[src/rtl/quadrature_decoder.sv]
// Quadrature decoder front end for the up/down counter.
// Synchronizes and glitch-filters encoder channels A/B, tracks the Gray-code
// position, and emits one-cycle step pulses with direction plus an
// illegal-transition pulse and a saturating error counter.
//
// Output protocol: counter_on and err are single-cycle pulses with no
// back-pressure. counter_on marks a legal step, and count_up (held between
// steps) gives its direction. err marks a double-edge transition.
// counter_on and err are never high together.
module quadrature_decoder #(
  parameter int SYNC_STAGES = 2,
  parameter int FILTER_LEN  = 4,
  parameter int ERR_W       = 8
) (
  input  logic             clk,
  input  logic             reset,
  input  logic             enable,
  input  logic             chan_a,
  input  logic             chan_b,
  input  logic             clear_err,
  output logic             counter_on,
  output logic             count_up,
  output logic             err,
  output logic [ERR_W-1:0] err_count,
  output logic [1:0]       ab_state
);

  localparam int CNT_W = $clog2(FILTER_LEN + 1);
  // Counter value on which one more differing sample completes the filter run.
  localparam logic [CNT_W-1:0] FILT_LAST = CNT_W'(FILTER_LEN - 1);

  // Gray-code positions of the filtered {A,B} pair.
  typedef enum logic [1:0] {
    AB_00 = 2'b00,
    AB_01 = 2'b01,
    AB_10 = 2'b10,
    AB_11 = 2'b11
  } ab_e;

  logic [SYNC_STAGES-1:0]  sync_a_q;
  logic [SYNC_STAGES-1:0]  sync_b_q;
  logic [1:0]              sync_out;
  logic [1:0][CNT_W-1:0]   filt_cnt_q;
  logic [1:0][CNT_W-1:0]   filt_cnt_d;
  logic [1:0]              filt_q;
  logic [1:0]              filt_d;
  ab_e                     prev_q;
  ab_e                     cur_state;
  logic                    step_fwd;
  logic                    step_rev;
  logic                    step_bad;
  logic                    counter_on_q;
  logic                    count_up_q;
  logic                    err_q;
  logic [ERR_W-1:0]        err_count_q;

  // Forward rotation order: 00 -> 01 -> 11 -> 10 -> 00.
  function automatic ab_e fwd_next(input ab_e s);
    case (s)
      AB_00:   fwd_next = AB_01;
      AB_01:   fwd_next = AB_11;
      AB_11:   fwd_next = AB_10;
      default: fwd_next = AB_00;
    endcase
  endfunction

  // Synchronizer chains; only the last stage feeds the filter.
  always_ff @(posedge clk) begin
    if (reset) begin
      sync_a_q <= '0;
      sync_b_q <= '0;
    end else begin
      sync_a_q <= {sync_a_q[SYNC_STAGES-2:0], chan_a};
      sync_b_q <= {sync_b_q[SYNC_STAGES-2:0], chan_b};
    end
  end

  assign sync_out = {sync_a_q[SYNC_STAGES-1], sync_b_q[SYNC_STAGES-1]};

  // Per-channel run-length filter; bypassed while decoding is disabled.
  always_comb begin
    filt_d     = filt_q;
    filt_cnt_d = '0;
    for (int i = 0; i < 2; i++) begin
      if (!enable) begin
        filt_d[i] = sync_out[i];
      end else if (sync_out[i] != filt_q[i]) begin
        if (filt_cnt_q[i] == FILT_LAST) begin
          filt_d[i] = sync_out[i];
        end else begin
          filt_cnt_d[i] = filt_cnt_q[i] + 1'b1;
        end
      end
    end
  end

  // Filter state registers.
  always_ff @(posedge clk) begin
    if (reset) begin
      filt_q     <= '0;
      filt_cnt_q <= '0;
    end else begin
      filt_q     <= filt_d;
      filt_cnt_q <= filt_cnt_d;
    end
  end

  // Step classification between the previous and current filtered state.
  always_comb begin
    cur_state = ab_e'(filt_q);
    step_fwd  = (cur_state == fwd_next(prev_q));
    step_rev  = (prev_q == fwd_next(cur_state));
    step_bad  = ((filt_q ^ prev_q) == 2'b11);
  end

  // Gray-code tracker with registered pulse, direction and error outputs.
  always_ff @(posedge clk) begin
    if (reset) begin
      prev_q       <= AB_00;
      counter_on_q <= 1'b0;
      count_up_q   <= 1'b0;
      err_q        <= 1'b0;
      err_count_q  <= '0;
    end else begin
      prev_q       <= cur_state;
      counter_on_q <= enable && (step_fwd || step_rev);
      err_q        <= enable && step_bad;
      if (enable && (step_fwd || step_rev)) begin
        count_up_q <= step_fwd;
      end
      // Clear wins over a simultaneous illegal step; the err pulse still fires.
      if (clear_err) begin
        err_count_q <= '0;
      end else if (enable && step_bad && (err_count_q != '1)) begin
        err_count_q <= err_count_q + 1'b1;
      end
    end
  end

  assign counter_on = counter_on_q;
  assign count_up   = count_up_q;
  assign err        = err_q;
  assign err_count  = err_count_q;
  assign ab_state   = filt_q;

endmodule

[config.mk]
export PLATFORM = sky130hd
export DESIGN_NAME = quadrature_decoder
export DESIGN_NICKNAME = d
export VERILOG_FILES = /design/src/rtl/quadrature_decoder.sv
export SDC_FILE = /design/constraint.sdc
export NUM_CORES = 1
export LEC_CHECK = 0
export BUFFER_PORTS_ARGS = -buffer_cell sky130_fd_sc_hd__buf_2
export CAP_MARGIN = 20
export CELL_PAD_IN_SITES_DETAIL_PLACEMENT = 0
export CELL_PAD_IN_SITES_GLOBAL_PLACEMENT = 1
export CORE_MARGIN = 2
export CORE_UTILIZATION = 44
export DETAILED_ROUTE_END_ITERATION = 12
export PLACE_DENSITY_LB_ADDON = 0.1
export SLEW_MARGIN = 20
export SYNTH_ARGS = -nofsm -noshare
export SYNTH_HDL_FRONTEND = slang
export SYNTH_SLANG_ARGS = --single-unit
[constraint.sdc]
create_clock -name clk -period 3.85 [get_ports clk]
set_input_delay 0.5775 -clock clk [delete_from_list [all_inputs] [get_ports clk]]
set_output_delay 0.5775 -clock clk [all_outputs]
set_load 0.01 [all_outputs]
# --- After elaboration in Yosys (flattened, before gate mapping) ---
# Cells that the tools add are included.
word_totals:
  regBits: 25
  output_inout_bits: 13
op_classes:
  eq_ne: 16
  bitwise_logic: 4
  n_reduce_logical: 11
  muxes: 8
  addsub: 3
ops:
  columns: ["operator", "n"]
  rows:
  - ["one-hot mux 2 bit (3 select lines)", 2]
  - ["adder 8 x 1 -> 8 bit (second input constant)", 1]
  - ["!= test 2 x 1 -> 1 bit (second input constant)", 4]
  - ["!= test 8 bit (second input constant)", 1]
  - ["OR reduction 4 bit", 2]
  - ["adder 3 x 1 -> 3 bit (second input constant)", 2]
  - ["== test 2 bit (second input constant)", 3]
  - ["== test 3 x 2 -> 1 bit (second input constant)", 2]
  - ["two-way mux 1 bit", 6]
  - ["== test 2 x 1 -> 1 bit (second input constant)", 2]
  - ["== test 2 bit", 2]
  - ["logical NOT 2 bit", 2]
  - ["AND reduction 2 bit", 2]
  - ["logical AND 1 bit", 3]
  - ["inverter 1 bit", 3]
  - ["!= test 1 bit", 2]
  - ["OR reduction 2 bit", 1]
  - ["bitwise XOR 2 bit", 1]
  - ["logical OR 1 bit", 1]

# --- Longest topological paths before layout ---
# Gate-level depths: netlist (run 1).
depth:
  ltp_word: 5
  depth_mapped: 5

# --- Worst setup path after synthesis (run 1) ---
# Ideal clock, no wire load.
synth_timing:
  path_kind: "input to register"
  start: "in enable"
  end: "reg err_count_q[7], in the netlist err_count[7]"
  n_path_buf: 0
  setup_time_ns: 0.116
  t_arrival_ns: 1.403
  t_required_ns: 3.734
  cell_stages: 4
  setup_slack_ns: 2.331
  cell_sequence: "and4_1 > nand3_2 > or4_1 > o211a_1"
synth_between:
  elab_chain_len: 2
synth_rtl:
  columns: ["element", "line", "text"]
  rows:
  - ["from (decl)", "17", "input logic enable,"]
  - ["logical AND 1 bit (2 in a row)", "134", "end else if (enable && step_bad && (err_count_q != '1)) begin"]
  - ["to (signal assigned)", "135", "err_count_q <= err_count_q + 1'b1;"]
  - ["to (decl)", "55", "logic [ERR_W-1:0] err_count_q;"]
# No other way between the ends.
# A chain may end at the register's enable or synchronous reset.

# --- Worst setup path after layout (run 1) ---
layout_timing:
  start: "reg filt_q[1], in the netlist ab_state[1]"
  end: "out ab_state[1]"
layout_rtl:
  columns: ["element", "line", "text"]
  rows:
  - ["from (decl)", "45", "logic [1:0] filt_q;"]
  - ["from (signal assigned)", "103", "filt_q <= filt_d;"]
  - ["to (decl)", "25", "output logic [1:0] ab_state"]
# No word-level cell between the ends.

==> results of run 1 <==
-- per-stage QoR --
stage | setup slack [ns] | util, % | std cells
final | 2.250 | 53.66 | 157
after global routing | 2.197 | 53.66 | 157
after CTS | 2.239 | 53.66 | 157
after detailed placement | 2.065 | 52.44 | 153
after global placement | 2.094 | 52.44 | 153
after floorplan | 2.331 | - | 108
-- how the worst min path moves through the flow --
| stage | to | start |
|---|---|---|
| after detailed placement | filt_cnt_q[3] | filt_cnt_q[3] |
| final | filt_cnt_q[3] | filt_cnt_q[3] |
| after global placement | filt_cnt_q[0] | filt_cnt_q[0] |
| after CTS | filt_cnt_q[3] | filt_cnt_q[3] |
| after floorplan | filt_cnt_q[0] | filt_cnt_q[0] |
| after global routing | sync_a_q[0] | chan_a |
-- placed cells by master, fill, tap and decap left out, types with 2 or more instances in the layout --
master / instances
a21oi_1: 2
and4_1: 2
buf_2: 18
clkbuf_4: 3
dfxtp_1: 25
ha_1: 5
inv_1: 7
mux2i_1: 2
nand2_1: 4
nand2b_1: 3
nand3_2: 2
nand4_1: 2
nor2_1: 14
nor2b_1: 6
o211ai_1: 2
o21ai_0: 4
o21bai_1: 2
o311a_1: 2
o41ai_1: 2
or3_1: 3
xnor2_1: 5
xor2_2: 2
-- power by group through the flow --
stage	Combinational [uW]	Sequential (uW)	Clock, uW
2_1_floorplan	13.0	271	0
3_3_place_gp	20.7	271	0
3_5_place_dp	21.2	271	0
4_1_cts	21.2	265	121
5_1_grt	23.9	266	128
6_report	20.9	265	116
-- kinds of logic after synthesis --
| kind of cell | share of synthesized area, % |
|---|---|
| AOI/OAI and AO/OA | 13.21 |
| adders and majority gates | 5.896 |
| muxes | 1.887 |
| and+or+nand+nor | 21.82 |
| DFF | 47.17 |
| buffers and inverters | 2.830 |
| xor gates and xnor gates | 7.193 |
-- metal layers --
layer | vias to the layer above | track usage (%)
met5 | - | 0
met3 | 5 | 5.085
met1 | 362 | 21.19
li1 | 417 | -
met2 | 18 | 24.79
met4 | 0 | 6.410
-- area by class of cell --
cell class | count | area [um2]
Tap cell | 28 | 35.03
Clock buffer | 3 | 22.52
Clock inverter | 1 | 5.005
Sequential cell | 25 | 500.5
Multi-Input combinational cell | 75 | 530.5
Timing Repair Buffer | 18 | 90.09
Fill cell | 230 | 1045
Inverter | 7 | 26.28
-- flip-flops by register name, indices dropped and copies added (netlist names) --
name        flops
ab_state        2
err_count       8
sync_a_q        2
sync_b_q        2
err             1
count_up        1
filt_cnt_q      6
prev_q          2
counter_on      1
==> flow_summary.toml, run 1 <==
[outcome]
status = "completed"

[clocking]
cts_hold_buf = 0
clk_latency_ns = 0.32
cts_made_buffers = 3
cts.sinks = 25
post_cts_buffers = 0
cts_tree = "yes"
root_buffer = "clkbuf_4"
clockBufferDepth = 2
cts_resized = 0
clk_pin_slew_worst_paths_ns = 0.13
htree_num_levels = 1

[drt]
viasPerCell = 5.108
ant_nets = 0
wl_met2_um = 795
drc = 0
vias = 802
highest-signal-layer = "met4"
wl_met3_um = 79
drt-wirelength-per-cell_um = 11.87
drt_wl_total_um = 1863
drt_iter0_drc = 9
m1WireLength_um = 961
drt_first_pass_iters = 4

[timing]
period_minus_slack_ns = 1.600
rsz0062_at_grt = "no"
skew_ns = 0.003305
setup_viol = 0
finalCritPeriodShare_pct = 41.55
hold-worst-slack_ns = 0.4299
finalMaxSlewViolations = 0
fmax_ghz = 0.6251
slew_headroom_pct = 66.71
hold_viol = 0
tns_ns = 0
max_slew.worst_pin.slew_ns = 0.4975

[cells_and_area]
area_growth_pct = 14.03
drive_gt1_share_pct = 20.93
finalInstanceArea_um2 = 1210
nets = 141
diodes = 0

[die]
die_y_um = 53.11
rows = 17
ios = 19
initial_core_util_pct = 47.06
coreArea_um2 = 2255
die_w_um = 53.11
fp.dieArea_um2 = 2820

[placement]
port_buffers = 18
hpwl_um = 1358
place_congestion = 0.7496
place_area_um2 = 1182

[global_route]
grt_pass1_wl_um = 3256
grt_usage_pct = 16.24
overflow = 0
antenna_found_initial = 0
grt_max_degree = 16
grt_pass1_vias = 751

[synthesis]
synth_cell_types = 32
synth_nets = 119
synth.area.top_cells = "dfxtp_1 (47%), ha_1 (5.9%), nor2_1 (5.0%), xnor2_1 (4.1%), nor2b_1 (3.5%)"
synth_edf_count = 0
ys_seq_area_share_pct = 47.17
synth_area_leader_cell = "dfxtp_1"
async_flop_share_pct = 0
synth_most_common_cell = "dfxtp_1"
yosysWarnings = 0
synth_cells = 108
ys_ff_latch = 25
synth_area_um2 = 1061
synth-main-ff-cell = "dfxtp_1"
synth.top_cells.by_count = "dfxtp_1 (25), nor2_1 (14), inv_1 (7)"
synth_top_area_share_pct = 47.17
synth_area_per_cell_um2 = 9.824

[power_and_ir_drop]
clkPwrFrac_pct = 28.8
leakage_uw = 0.0005009
ir_drop_uv = 201.2
power.total_uw = 402.2
p_per_area_nw_per_um2 = 332.4
p_int_uw = 311.0
pwr-share-seq_pct = 66.0
p_sw_share_pct = 22.67
p_comb_share_pct = 5.2
switchingPower_uw = 91.19

[worst_setup_path]
r2r_start = "ab_state[1]"
path_depth = 1
required_ns = 3.27
crit_slowest_cell = "dfxtp_1"
path_buf_inv = 1
cp_max_fo = 6
ff2ff_path_depth = 4
slowest_delay_ns = 0.51
crit_path_end = "ab_state[1]"
rrSetupSlack_ns = 2.29
r2r_end = "err_count[7]"
crit_path_end_kind = "output port"
worst_ep_arrival_time_ns = 1.02
path_cells = "buf_2"
worstSetupPathType = "flip-flop to output port"
startpoint = "ab_state[1]"
cp_top_family = "flip-flops"
startpoint_type = "flip-flop"

[min_path]
whs_path_depth = 1
min-delay-path-class = "flip-flop to flip-flop"

[run]
maxCapViolCount = 0
Power figures use the tool's default switching activity.
==> inputs of run 2 (changes only) <==
--- a/config.mk
+++ b/config.mk
@@ -10,7 +10,7 @@
 export CELL_PAD_IN_SITES_DETAIL_PLACEMENT = 0
 export CELL_PAD_IN_SITES_GLOBAL_PLACEMENT = 1
 export CORE_MARGIN = 2
-export CORE_UTILIZATION = 44
+export CORE_UTILIZATION = 40
 export DETAILED_ROUTE_END_ITERATION = 12
 export PLACE_DENSITY_LB_ADDON = 0.1
 export SLEW_MARGIN = 20
==> constraint.sdc (replaced) <==
create_clock -name clk -period 1.7 [get_ports clk]
set_input_delay 0.255 -clock clk [delete_from_list [all_inputs] [get_ports clk]]
set_output_delay 0.255 -clock clk [all_outputs]
set_load 0.01 [all_outputs]
==> flow_summary.toml, run 2 (synthesized netlist as in run 1, its figures left out) <==
[drt]
drt_wl_total_um = 1938
drt_iter0_drc = 8
drc = 0
viasPerCell = 5.043
drt_first_pass_iters = 4
drt-wirelength-per-cell_um = 11.82
ant_nets = 0
vias = 827

[worst_setup_path]
slowest_delay_ns = 0.36
crit_slowest_cell = "dfxtp_1"
r2r_end = "err_count[0]"
required_ns = 1.96
r2r_start = "err_count[0]"
ff2ff_path_depth = 5
crit_path_end_kind = "flip-flop"
cp_max_fo = 5
worst_ep_arrival_time_ns = 1.75
worstSetupPathType = "flip-flop to flip-flop"
startpoint_type = "flip-flop"
cp_top_family = "simple AND/OR/NAND/NOR gates"
path_buf_inv = 0
rrSetupSlack_ns = 0.21
path_cells = "ha_1 > and2_1 > and3_1 > or3_1 > a21oi_1"

[clocking]
cts_resized = 0
clockBufferDepth = 2
cts_made_buffers = 3
cts_hold_buf = 0
cts.sinks = 25
root_buffer = "clkbuf_4"
cts_tree = "yes"
post_cts_buffers = 0
clk_latency_ns = 0.32
htree_num_levels = 1
clk_pin_slew_worst_paths_ns = 0.14

[timing]
worst_slack_ns = 0.2121
hold_viol = 0
finalCritPeriodShare_pct = 87.52
setup_viol = 0
max_slew.worst_pin.slew_ns = 0.4645
finalMaxSlewViolations = 0
fmax_ghz = 0.6721
tns_ns = 0
rsz0062_at_grt = "no"
slew_headroom_pct = 68.92
period_minus_slack_ns = 1.488
skew_ns = 0.006076

[cells_and_area]
nets = 146
final_cell_mix = "dfxtp_1 (25), buf_2 (18), nor2_1 (14)"
drive_gt1_share_pct = 23.88
layout_commonest_cell = "dfxtp_1"
diodes = 0
largest_reg_flops = 8
finalInstanceArea_um2 = 1252
area_growth_pct = 18.04

[placement]
post-place-ws_ns = 0.2326
place_area_um2 = 1222
hpwl_um = 1502
port_buffers = 18
place_congestion = 0.7394

[die]
fp.dieArea_um2 = 3080
initial_core_util_pct = 42.44
ios = 19
die_y_um = 55.50
rows = 18
coreArea_um2 = 2500
die_w_um = 55.50

[power_and_ir_drop]
p_per_area_nw_per_um2 = 736.8
power.total_uw = 922.8
ir_drop_uv = 567.7
leakage_uw = 0.0005217

[min_path]
whs_path_depth = 2
min_to = "sync_b_q[0]"
hp-start = "chan_b"
min-delay-path-class = "primary input to flip-flop"

[global_route]
grt_usage_pct = 14.30
grt_pass1_wl_um = 3553
antenna_found_initial = 0
overflow = 0
grt_pass1_vias = 831
grt_max_degree = 16

[run]
maxCapViolCount = 0

[outcome]
status = "completed"
run 2: final cells by class:
class                           instances  area, um2
Fill cell                             232       1247
Multi-Input combinational cell         75      530.5
Sequential cell                        25      500.5
Timing Repair Buffer                   23      127.6
Tap cell                               30      37.54
Inverter                                7      26.28
Clock buffer                            3      22.52
Clock inverter                          1      7.507
run 2: power breakdown:
part           total [uW]  switching (uW)  internal (uW)
logic                54.4            28.4           26.0
clock network         269             179           89.8
registers             599            4.59            595
total                 923             212            711
run 2: stage by stage:
step           instances  hold slack (ns)  utilization (%)
2_1_floorplan        108           0.3266                -
3_3_place_gp         160           0.4075            48.90
3_5_place_dp         160           0.4160            48.90
4_1_cts              164           0.1242            50.10
5_1_grt              164           0.1112            50.10
6_report             164           0.1360            50.10
run 2: how the worst max path moves through the flow:
stage            startpoint           end  slack, ns  cells past startpoint
2_1_floorplan   ab_state[1]  err_count[7]       0.21                      4
3_3_place_gp   err_count[0]  err_count[6]       0.24                      4
3_5_place_dp   err_count[0]  err_count[0]       0.23                      5
4_1_cts        err_count[0]  err_count[0]       0.20                      5
5_1_grt        err_count[0]  err_count[0]       0.12                      5
6_report       err_count[0]  err_count[0]       0.21                      5
run 2: worst register-to-register path, cell delays in order, from the launching register on:
cell	delay, ns
dfxtp_1	0.36
ha_1	0.24
and2_1	0.18
and3_1	0.20
or3_1	0.31
a21oi_1	0.13
run 2: metal layers:
layer / global-route usage (%) / vias up / wire length, um
met5: 0 / - / 0
met4: 6.272 / 0 / 15
met3: 3.279 / 2 / 68
met2: 22.96 / 14 / 897
met1: 18.27 / 383 / 956
li1: - / 428 / -
